===== config.mk =====
export PLATFORM = sky130hd
export DESIGN_NAME = hart_biu
export DESIGN_NICKNAME = d
export VERILOG_FILES = /design/src/rtl/hart_biu_pkg.sv /design/src/rtl/bus_line_buf.sv /design/src/rtl/hart_biu.sv
export SDC_FILE = /design/constraint.sdc
export NUM_CORES = 2
export LEC_CHECK = 0
export BUFFER_PORTS_ARGS = -buffer_cell sky130_fd_sc_hd__buf_4
export CAP_MARGIN = 20
export CORE_AREA = 2 2 422 424
export CTS_CLUSTER_DIAMETER = 60
export CTS_CLUSTER_SIZE = 24
export DETAILED_ROUTE_END_ITERATION = 10
export DIE_AREA = 0 0 424 426
export SYNTH_ARGS = -nofsm -noshare
export SYNTH_HDL_FRONTEND = slang
export SYNTH_SLANG_ARGS = --single-unit

===== constraint.sdc =====
create_clock -name clk -period 3.3 [get_ports clk]
set_input_delay 0.66 -clock clk [delete_from_list [all_inputs] [get_ports clk]]
set_output_delay 0.66 -clock clk [all_outputs]
set_load 0.1 [all_outputs]

===== src/rtl/hart_biu_pkg.sv =====
// Shared configuration, types and helpers for the hart bus interface unit.
package hart_biu_pkg;

   localparam int SBUS_W_CFG     = 64;
   localparam int IMEM_LINE_CFG  = 256;
   localparam int DMEM_LINE_CFG  = 256;
   localparam int IMEM_BEATS_CFG = IMEM_LINE_CFG / SBUS_W_CFG;
   localparam int DMEM_BEATS_CFG = DMEM_LINE_CFG / SBUS_W_CFG;

   // Which cache port owns the transfer currently on the system bus.
   typedef enum logic {
      SRC_I = 1'b0,
      SRC_D = 1'b1
   } src_e;

   function automatic int max_int(input int a, input int b);
      return (a > b) ? a : b;
   endfunction

endpackage


===== src/rtl/bus_line_buf.sv =====
// Line-wide staging register: beat-indexed insert for read beats, beat-indexed
// extract for write beats.
module bus_line_buf
   import hart_biu_pkg::*;
#(
   parameter int LINE = IMEM_LINE_CFG,
   parameter int W    = SBUS_W_CFG,
   parameter int BW   = 2
) (
   input  logic            clk,
   input  logic            rst_n,
   input  logic            load,
   input  logic [LINE-1:0] load_line,
   input  logic            ins_en,
   input  logic [BW-1:0]   beat,
   input  logic [W-1:0]    ins_data,
   output logic [LINE-1:0] line_next,
   output logic [W-1:0]    ext_data
);

   logic [LINE-1:0] line_q;

   // NOTE: assign a default before any conditional write in always_comb so no latch is inferred.
   always_comb begin
      line_next = line_q;
      if (ins_en) line_next[int'(beat)*W +: W] = ins_data;
   end

   assign ext_data = line_q[int'(beat)*W +: W];

   // NOTE: this wide buffer is reset on purpose: a cleared line after reset is part of the contract.
   always_ff @(posedge clk or negedge rst_n) begin
      if (!rst_n)      line_q <= '0;
      else if (load)   line_q <= load_line;
      else if (ins_en) line_q <= line_next;
   end

endmodule


===== src/rtl/hart_biu.sv =====
// Bus interface unit: arbitrates L1i refills and L1d line reads/writes onto one
// beat-based system bus, serialising and reassembling whole cache lines.
module hart_biu
   import hart_biu_pkg::*;
#(
   parameter int IMEM_LINE = IMEM_LINE_CFG,
   parameter int DMEM_LINE = DMEM_LINE_CFG,
   parameter int SBUS_W    = SBUS_W_CFG
) (
   input  logic                 clk,
   input  logic                 rst_n,
   input  logic [63:0]          b_addr_i,
   input  logic                 b_rd_i,
   output logic [IMEM_LINE-1:0] b_data_i,
   output logic                 b_dv_i,
   input  logic [63:0]          b_addr,
   input  logic                 b_rd,
   input  logic                 b_wr,
   input  logic [DMEM_LINE-1:0] b_data_out,
   output logic [DMEM_LINE-1:0] b_data_in,
   output logic                 b_dv,
   output logic [63:0]          s_addr,
   output logic                 s_rd,
   output logic                 s_wr,
   output logic [SBUS_W-1:0]    s_wdata,
   input  logic [SBUS_W-1:0]    s_rdata,
   input  logic                 s_ack
);

   localparam logic [1:0] ST_IDLE = 2'd0;
   localparam logic [1:0] ST_XFER = 2'd1;
   localparam logic [1:0] ST_RESP = 2'd2;
   localparam logic [1:0] ST_TURN = 2'd3;

   localparam int MAX_LINE  = max_int(IMEM_LINE, DMEM_LINE);
   localparam int I_BEATS   = IMEM_LINE / SBUS_W;
   localparam int D_BEATS   = DMEM_LINE / SBUS_W;
   localparam int MAX_BEATS = MAX_LINE / SBUS_W;
   localparam int BW        = (MAX_BEATS > 1) ? $clog2(MAX_BEATS) : 1;
   localparam int BEAT_SH   = $clog2(SBUS_W / 8);

   localparam logic [63:0] I_OFS_MASK = (64'd1 << $clog2(IMEM_LINE / 8)) - 64'd1;
   localparam logic [63:0] D_OFS_MASK = (64'd1 << $clog2(DMEM_LINE / 8)) - 64'd1;

   logic [1:0]          state;
   logic [BW-1:0]       beat;
   logic                last_d;
   src_e                src;
   logic                op_wr;
   logic [63:0]         base;

   logic                d_req;
   logic                grant_d;
   logic                grant_i;
   logic [BW-1:0]       last_idx;
   logic                beat_done;
   logic                line_done;
   logic                buf_load;
   logic                buf_ins;
   logic [MAX_LINE-1:0] line_next;

   // D wins unless it also won last time and I is waiting.
   assign d_req   = b_rd | b_wr;
   assign grant_d = (state == ST_IDLE) && d_req && !(last_d && b_rd_i);
   assign grant_i = (state == ST_IDLE) && b_rd_i && !grant_d;

   assign last_idx  = (src == SRC_D) ? BW'(D_BEATS - 1) : BW'(I_BEATS - 1);
   assign beat_done = (state == ST_XFER) && s_ack;
   assign line_done = beat_done && (beat == last_idx);

   // Strobes and dv decode straight from state so an async reset drops them at once.
   assign s_rd   = (state == ST_XFER) && !op_wr;
   assign s_wr   = (state == ST_XFER) && op_wr;
   assign s_addr = base | (64'(beat) << BEAT_SH);
   assign b_dv   = (state == ST_RESP) && (src == SRC_D);
   assign b_dv_i = (state == ST_RESP) && (src == SRC_I);

   // Write data is captured at grant so the requester may change it afterwards.
   assign buf_load = grant_d && b_wr;
   assign buf_ins  = beat_done && !op_wr;

   bus_line_buf #(
      .LINE (MAX_LINE),
      .W    (SBUS_W),
      .BW   (BW)
   ) u_line_buf (
      .clk       (clk),
      .rst_n     (rst_n),
      .load      (buf_load),
      .load_line (MAX_LINE'(b_data_out)),
      .ins_en    (buf_ins),
      .beat      (beat),
      .ins_data  (s_rdata),
      .line_next (line_next),
      .ext_data  (s_wdata)
   );

   // NOTE: sequential state uses non-blocking assignments so every flop samples pre-edge values.
   always_ff @(posedge clk or negedge rst_n) begin
      if (!rst_n) begin
         state  <= ST_IDLE;
         beat   <= '0;
         last_d <= 1'b0;
         src    <= SRC_I;
         op_wr  <= 1'b0;
         base   <= '0;
      end else begin
         case (state)
            ST_IDLE: begin
               beat <= '0;
               if (grant_d) begin
                  state  <= ST_XFER;
                  src    <= SRC_D;
                  op_wr  <= b_wr;
                  base   <= b_addr & ~D_OFS_MASK;
                  last_d <= 1'b1;
               end else if (grant_i) begin
                  state  <= ST_XFER;
                  src    <= SRC_I;
                  op_wr  <= 1'b0;
                  base   <= b_addr_i & ~I_OFS_MASK;
                  last_d <= 1'b0;
               end
            end
            ST_XFER: begin
               if (s_ack) begin
                  if (line_done) begin
                     beat  <= '0;
                     state <= ST_RESP;
                  end else begin
                     beat <= beat + BW'(1);
                  end
               end
            end
            ST_RESP: state <= ST_TURN;
            default: state <= ST_IDLE;
         endcase
      end
   end

   // Each port keeps its last completed line until its own next read finishes.
   always_ff @(posedge clk or negedge rst_n) begin
      if (!rst_n) begin
         b_data_i  <= '0;
         b_data_in <= '0;
      end else if (line_done && !op_wr) begin
         if (src == SRC_D) b_data_in <= line_next[DMEM_LINE-1:0];
         else              b_data_i  <= line_next[IMEM_LINE-1:0];
      end
   end

endmodule


---- Word level (Yosys, flattened, before mapping) ----
Index checks and enable logic that the tools add are counted.
W data, S select, Z words.
storage, ports and cells
  flip-flop bits (word level) ............. 838
  output and inout port bits .............. 644
operators by class
  equality and inequality tests ........... 6
  muxes and demuxes ....................... 17
  bitwise operators ....................... 3
  reductions and logical operators ........ 26
  add/sub/neg operators ................... 2
  shifts and indexed selects .............. 3
operator list
  operator                     count
  $mux W256                    3
  $bwmux W256                  1
  $shift A64 B33 Y256 const A  1
  $shiftx A256 B9 Y64          1
  $shiftx A64 B33 Y256         1
  $mux W64                     2
  $or A64 B5 Y64               1
  $neg A8 Y33                  1
  $logic_and A1 B1 Y1          14
  $mux W2                      6
  $reduce_and A2 Y1            4
  $pmux W2 S3                  1
  $reduce_bool A2 Y1           3
  $eq A2 B2 Y1 const B         2
  $ne A2 B2 Y1 const B         2
  $pmux W2 S2                  1
  $logic_not A1 Y1             3
  $mux W1                      3
  $ne A3 B3 Y1 const B         1
  $reduce_and A3 Y1            1
  $add A2 B1 Y2 const B        1
  $eq A2 B1 Y1 const B         1
  $logic_not A2 Y1             1
  $not A1 Y1                   1
  $or A1 B1 Y1                 1

---- Logic depth before layout (Yosys ltp) ----
  word-level depth ........................ 8
  depth in mapped cells ................... 10
  depth with buffers taken out ............ 5

---- Modules after synthesis ----
Synthesis repeated with hierarchy kept, for this count alone.
second synthesis, totals
  cell total of the unflattened synthesis .. 2704
  area, all modules ....................... 38346.8 µm²
by module, submodules not included
  module        cells each  area each (µm²)  instances
  hart_biu      1457        23417.5          1
  bus_line_buf  1247        14929.3          1

---- Worst setup path after synthesis ----
OpenSTA, ideal clock, no wires.
  path kind ............................... flip-flop to flip-flop
  start ................................... register beat[1]
  end ..................................... register b_data_i[57]
  path slack .............................. 0.177 ns
  setup time .............................. 0.132 ns
  required time ........................... 3.168 ns
  arrival time ............................ 2.991 ns
  stages on the path, launching flop included .. 10
  cells stage by stage .................... dfrtp_1 -> buf_2 -> buf_1 -> inv_1 -> ha_1 -> buf_2 -> clkbuf_1 -> and4bb_2 -> mux2i_1 -> o21ai_0
between the ends
  word-level cells in the longest chain between the ends .. 4
ends and longest elaborated chain
  what                                                       line                                 RTL
  start, declared                                            hart_biu.sv:46                       logic [BW-1:0] beat;
  start signal, assigned                                     hart_biu.sv:131                      beat <= beat + BW'(1);
  $neg A8 Y33 / $eq A2 B2 Y1 (equally long branches)         bus_line_buf.sv:26, hart_biu.sv:69
  $shiftx A64 B33 Y256 (tied with other cells)               bus_line_buf.sv:26                   if (ins_en) line_next[int'(beat)*W +: W] = ins_data;
  $bwmux W256 / $logic_and A1 B1 Y1 (equally long branches)  bus_line_buf.sv:26, hart_biu.sv:146
  $mux W256 / $reduce_and A2 Y1 (equally long branches)      n/a
  end signal, assigned                                       hart_biu.sv:148                      else b_data_i <= line_next[IMEM_LINE-1:0];
  end, declared                                              hart_biu.sv:14                       output logic [IMEM_LINE-1:0] b_data_i,
Parallel ways exist; a longest one is shown, timed or not.
A chain may end at the register's enable or synchronous reset.

---- Worst setup path in the final report ----
  start ................................... register beat[0]
  end ..................................... output s_wdata[32]
between the ends
  word-level cells in the longest chain between the ends .. 1
ends and longest elaborated chain
  what                 line                RTL
  $shiftx A256 B9 Y64  bus_line_buf.sv:29  assign ext_data = line_q[int'(beat)*W +: W];
  end, declared        hart_biu.sv:25      output logic [SBUS_W-1:0] s_wdata,
Every way passes these cells.

==> flow_summary.yaml <==
critical_path:
  arrival_ns: 2.54
  worstPathRequired_ns: 2.64
  end_kind: "primary output"
  cp_max_fo: 54
  worstSetupPathType: "reg -> out"
  start_kind: "register"
  r2r_cells: 7
synthesis:
  synth-edff-count: 0
  netlist_instances: 3488
  ys_ff_latch: 833
  syn_area_per_cell_sq_um: 11.0
  yosys_most_used_dff: "dfrtp_1"
  synth.distinct_cells: 43
  seq_area_frac_synth_pct: 54.6
  syn_area_sq_mm: 0.0382
  synth_largest_area_cell: "dfrtp_1"
  synthArstFlopShare_pct: 100
  yosys-top-cells-area: "dfrtp_1, a21oi_1, mux2i_1"
  yosysWarningCount: 0
  synth.top_cell.area_share_pct: 54.6
global_routing:
  grt_max_degree: 153
  antenna_found_initial: 42
  first_global_vias: 36100
  grt_pass1_wl_microns: 298000
  grt_usage_pct: 23.3
  gr-total-overflow: 0
sta:
  period_minus_slack_ns: 3.20
  worst_slew_pin_slew_ns: 1.19
  clock_skew_ns: 0.0596
  setup_tns_ns: 0
  period_share_pct: 97.0
  finalHoldViolCount: 0
  setup_violations: 0
  worst_slack_ns: 0.0985
  maxSlewHeadroom_pct: 20.7
  drv_slew: 0
  fmax_mhz: 312
  rsz0062_at_grt: "no"
finish:
  nFillCells: 18300
  mostFrequentLayoutCell: "buf_4"
  fin_nets: 4908
  syn2layout_area_growth_pct: 38.4
  drive_gt1_share_pct: 34.4
  final_cell_mix: "buf_4, dfrtp_1, a21oi_1, o21ai_0, a31oi_1"
  final_cell_area_sq_mm: 0.0529
  postLayoutCoreUtil_pct: 30.1
clock_network:
  cts-htree-levels: 3
  clk_pin_slew_ns: 0.08
  cts-buffers-inserted: 92
  clock-sinks: 833
  clk_latency_ns: 0.75
  cts.path.max_buffers: 3
  cts-root-buf: "clkbuf_16"
  cts_tree: "yes"
route:
  drc: 0
  wl_per_cell_microns: 31.9
  drt_iter0_markers: 4013
  vias_per_cell: 5.36
  ant_nets: 0
  vias: 36900
  drtPass1Iterations: 6
  wirelength_microns: 219000
floorplanning:
  io_pins: 1098
  die_h_microns: 426
  die_x_microns: 424
  initial_core_util_pct: 21.7
  core_sq_mm: 0.176
  row_count: 154
  dieArea_sq_mm: 0.181
place:
  io_buffers: 1084
  place_congestion: 0.974
  place_area_sq_mm: 0.0494
  hpwl_microns: 160000
  pre_cts_ws_ns: 0.386
job:
  timing.max_cap.violations: 0
power_and_ir_drop:
  peakVddDrop_v: 0.00111
  power.leakage_nw: 23.7
  power_density_mw_per_mm2: 1310
  power_mw: 69.3
status:
  status: "completed"
worst_hold_path:
  worstHoldPathCells: 3
  hold_path_class: "in -> reg"
-- critical path, stage by stage (launching register included) --
cell,delay (ns)
dfrtp_4,0.53
buf_16,0.26
mux4_2,0.59
buf_4,0.26
-- cell families after synthesis --
group | after synthesis | synth area share [%]
compound gates | 1283 | 18.9
fa+ha+maj | 8 | 0.262
other cells | 1 | 0.00982
mux | 286 | 9.60
buf+inv | 449 | 5.64
simple gates | 628 | 11.1
flops | 833 | 54.6
-- timing repair --
| action | in CTS | in global routing |
|---|---|---|
| hold buffers | 1 | 0 |
| buffers inserted | 2 | 0 |
| hold endpoints to repair | 39 | 0 |
| gates resized for setup | 3 | 0 |
| setup endpoints to repair | 33 | 0 |
-- path summary, 6_finish.rpt --
path	start	to	slack [ns]
min in group asynchronous	rst_n	b_data_in[192]	0.51
worst min register to register	b_data_i[50]	b_data_i[50]	0.51
worst max-delay path	beat[0]	s_wdata[32]	0.1
worst max register to register	beat[0]	b_data_i[29]	0.21
max in group asynchronous	rst_n	b_data_i[190]	1.74
worst min-delay path	b_data_out[56]	u_line_buf.line_q[56]	0.17
-- power breakdown --
| part | switching, mW | total, mW | internal [mW] |
|---|---|---|---|
| sequential | 2.93 | 16.7 | 13.7 |
| clock | 5.43 | 11.4 | 5.94 |
| combinational | 32.1 | 41.3 | 9.14 |
| total | 40.5 | 69.3 | 28.8 |
-- synthesized netlist by cell type, types with 4 or more instances --
cell       instances
nand2_1          101
buf_1             12
dfrtp_1          833
nor3b_1          192
ha_1               8
nand3_1          160
o21ai_0          291
a21oi_1          539
a31oi_1          289
buf_4             41
and4bb_2          61
a2bb2oi_1         64
buf_6             18
inv_1             69
mux2i_1          220
nor4bb_1           4
mux4_2            64
nor3_1            59
a22oi_1           64
and4b_1           36
buf_2            142
clkbuf_1         165
o21ai_1           30
-- registers in the layout, indices dropped and copies added (netlist names) --
name               count
beat                   2
u_line_buf.line_q    256
state                  2
b_data_i             256
base                  59
b_data_in            256
op_wr                  1
src                    1
-- cell type report --
cell class	instances	area, sq um	share of cell area [%]
multi-input cells	2208	15300	29.0
clock buffers	100	2390	4.53
flip-flops and latches	833	20900	39.5
inverters	70	268	0.507
repair buffers	1241	10100	19.1
well taps	2340	2930	5.54
clock inverters	69	911	1.72
diodes	23	57.6	0.109
-- through the flow --
step / cells / hold WS, ns
2_1_floorplan: 3490 / 0.364
3_3_place_gp: 6687 / 0.494
3_5_place_dp: 6687 / 0.499
4_1_cts: 6860 / 0.0973
5_1_grt: 6883 / 0.129
6_report: 6884 / 0.172
-- per-layer routing --
layer  global-route usage, %  up-vias  routed length, microns  share of wire (%)
li1                        -    15000                       -                  -
met2                    35.3     2413                   97800                 45
met3                    7.86      476                   23500                 11
met5                       0        -                     124              0.057
met4                    13.0       20                   14000                6.4
met1                    28.9    19000                   83900                 38
No activity file was read; power rests on OpenSTA's default activity.
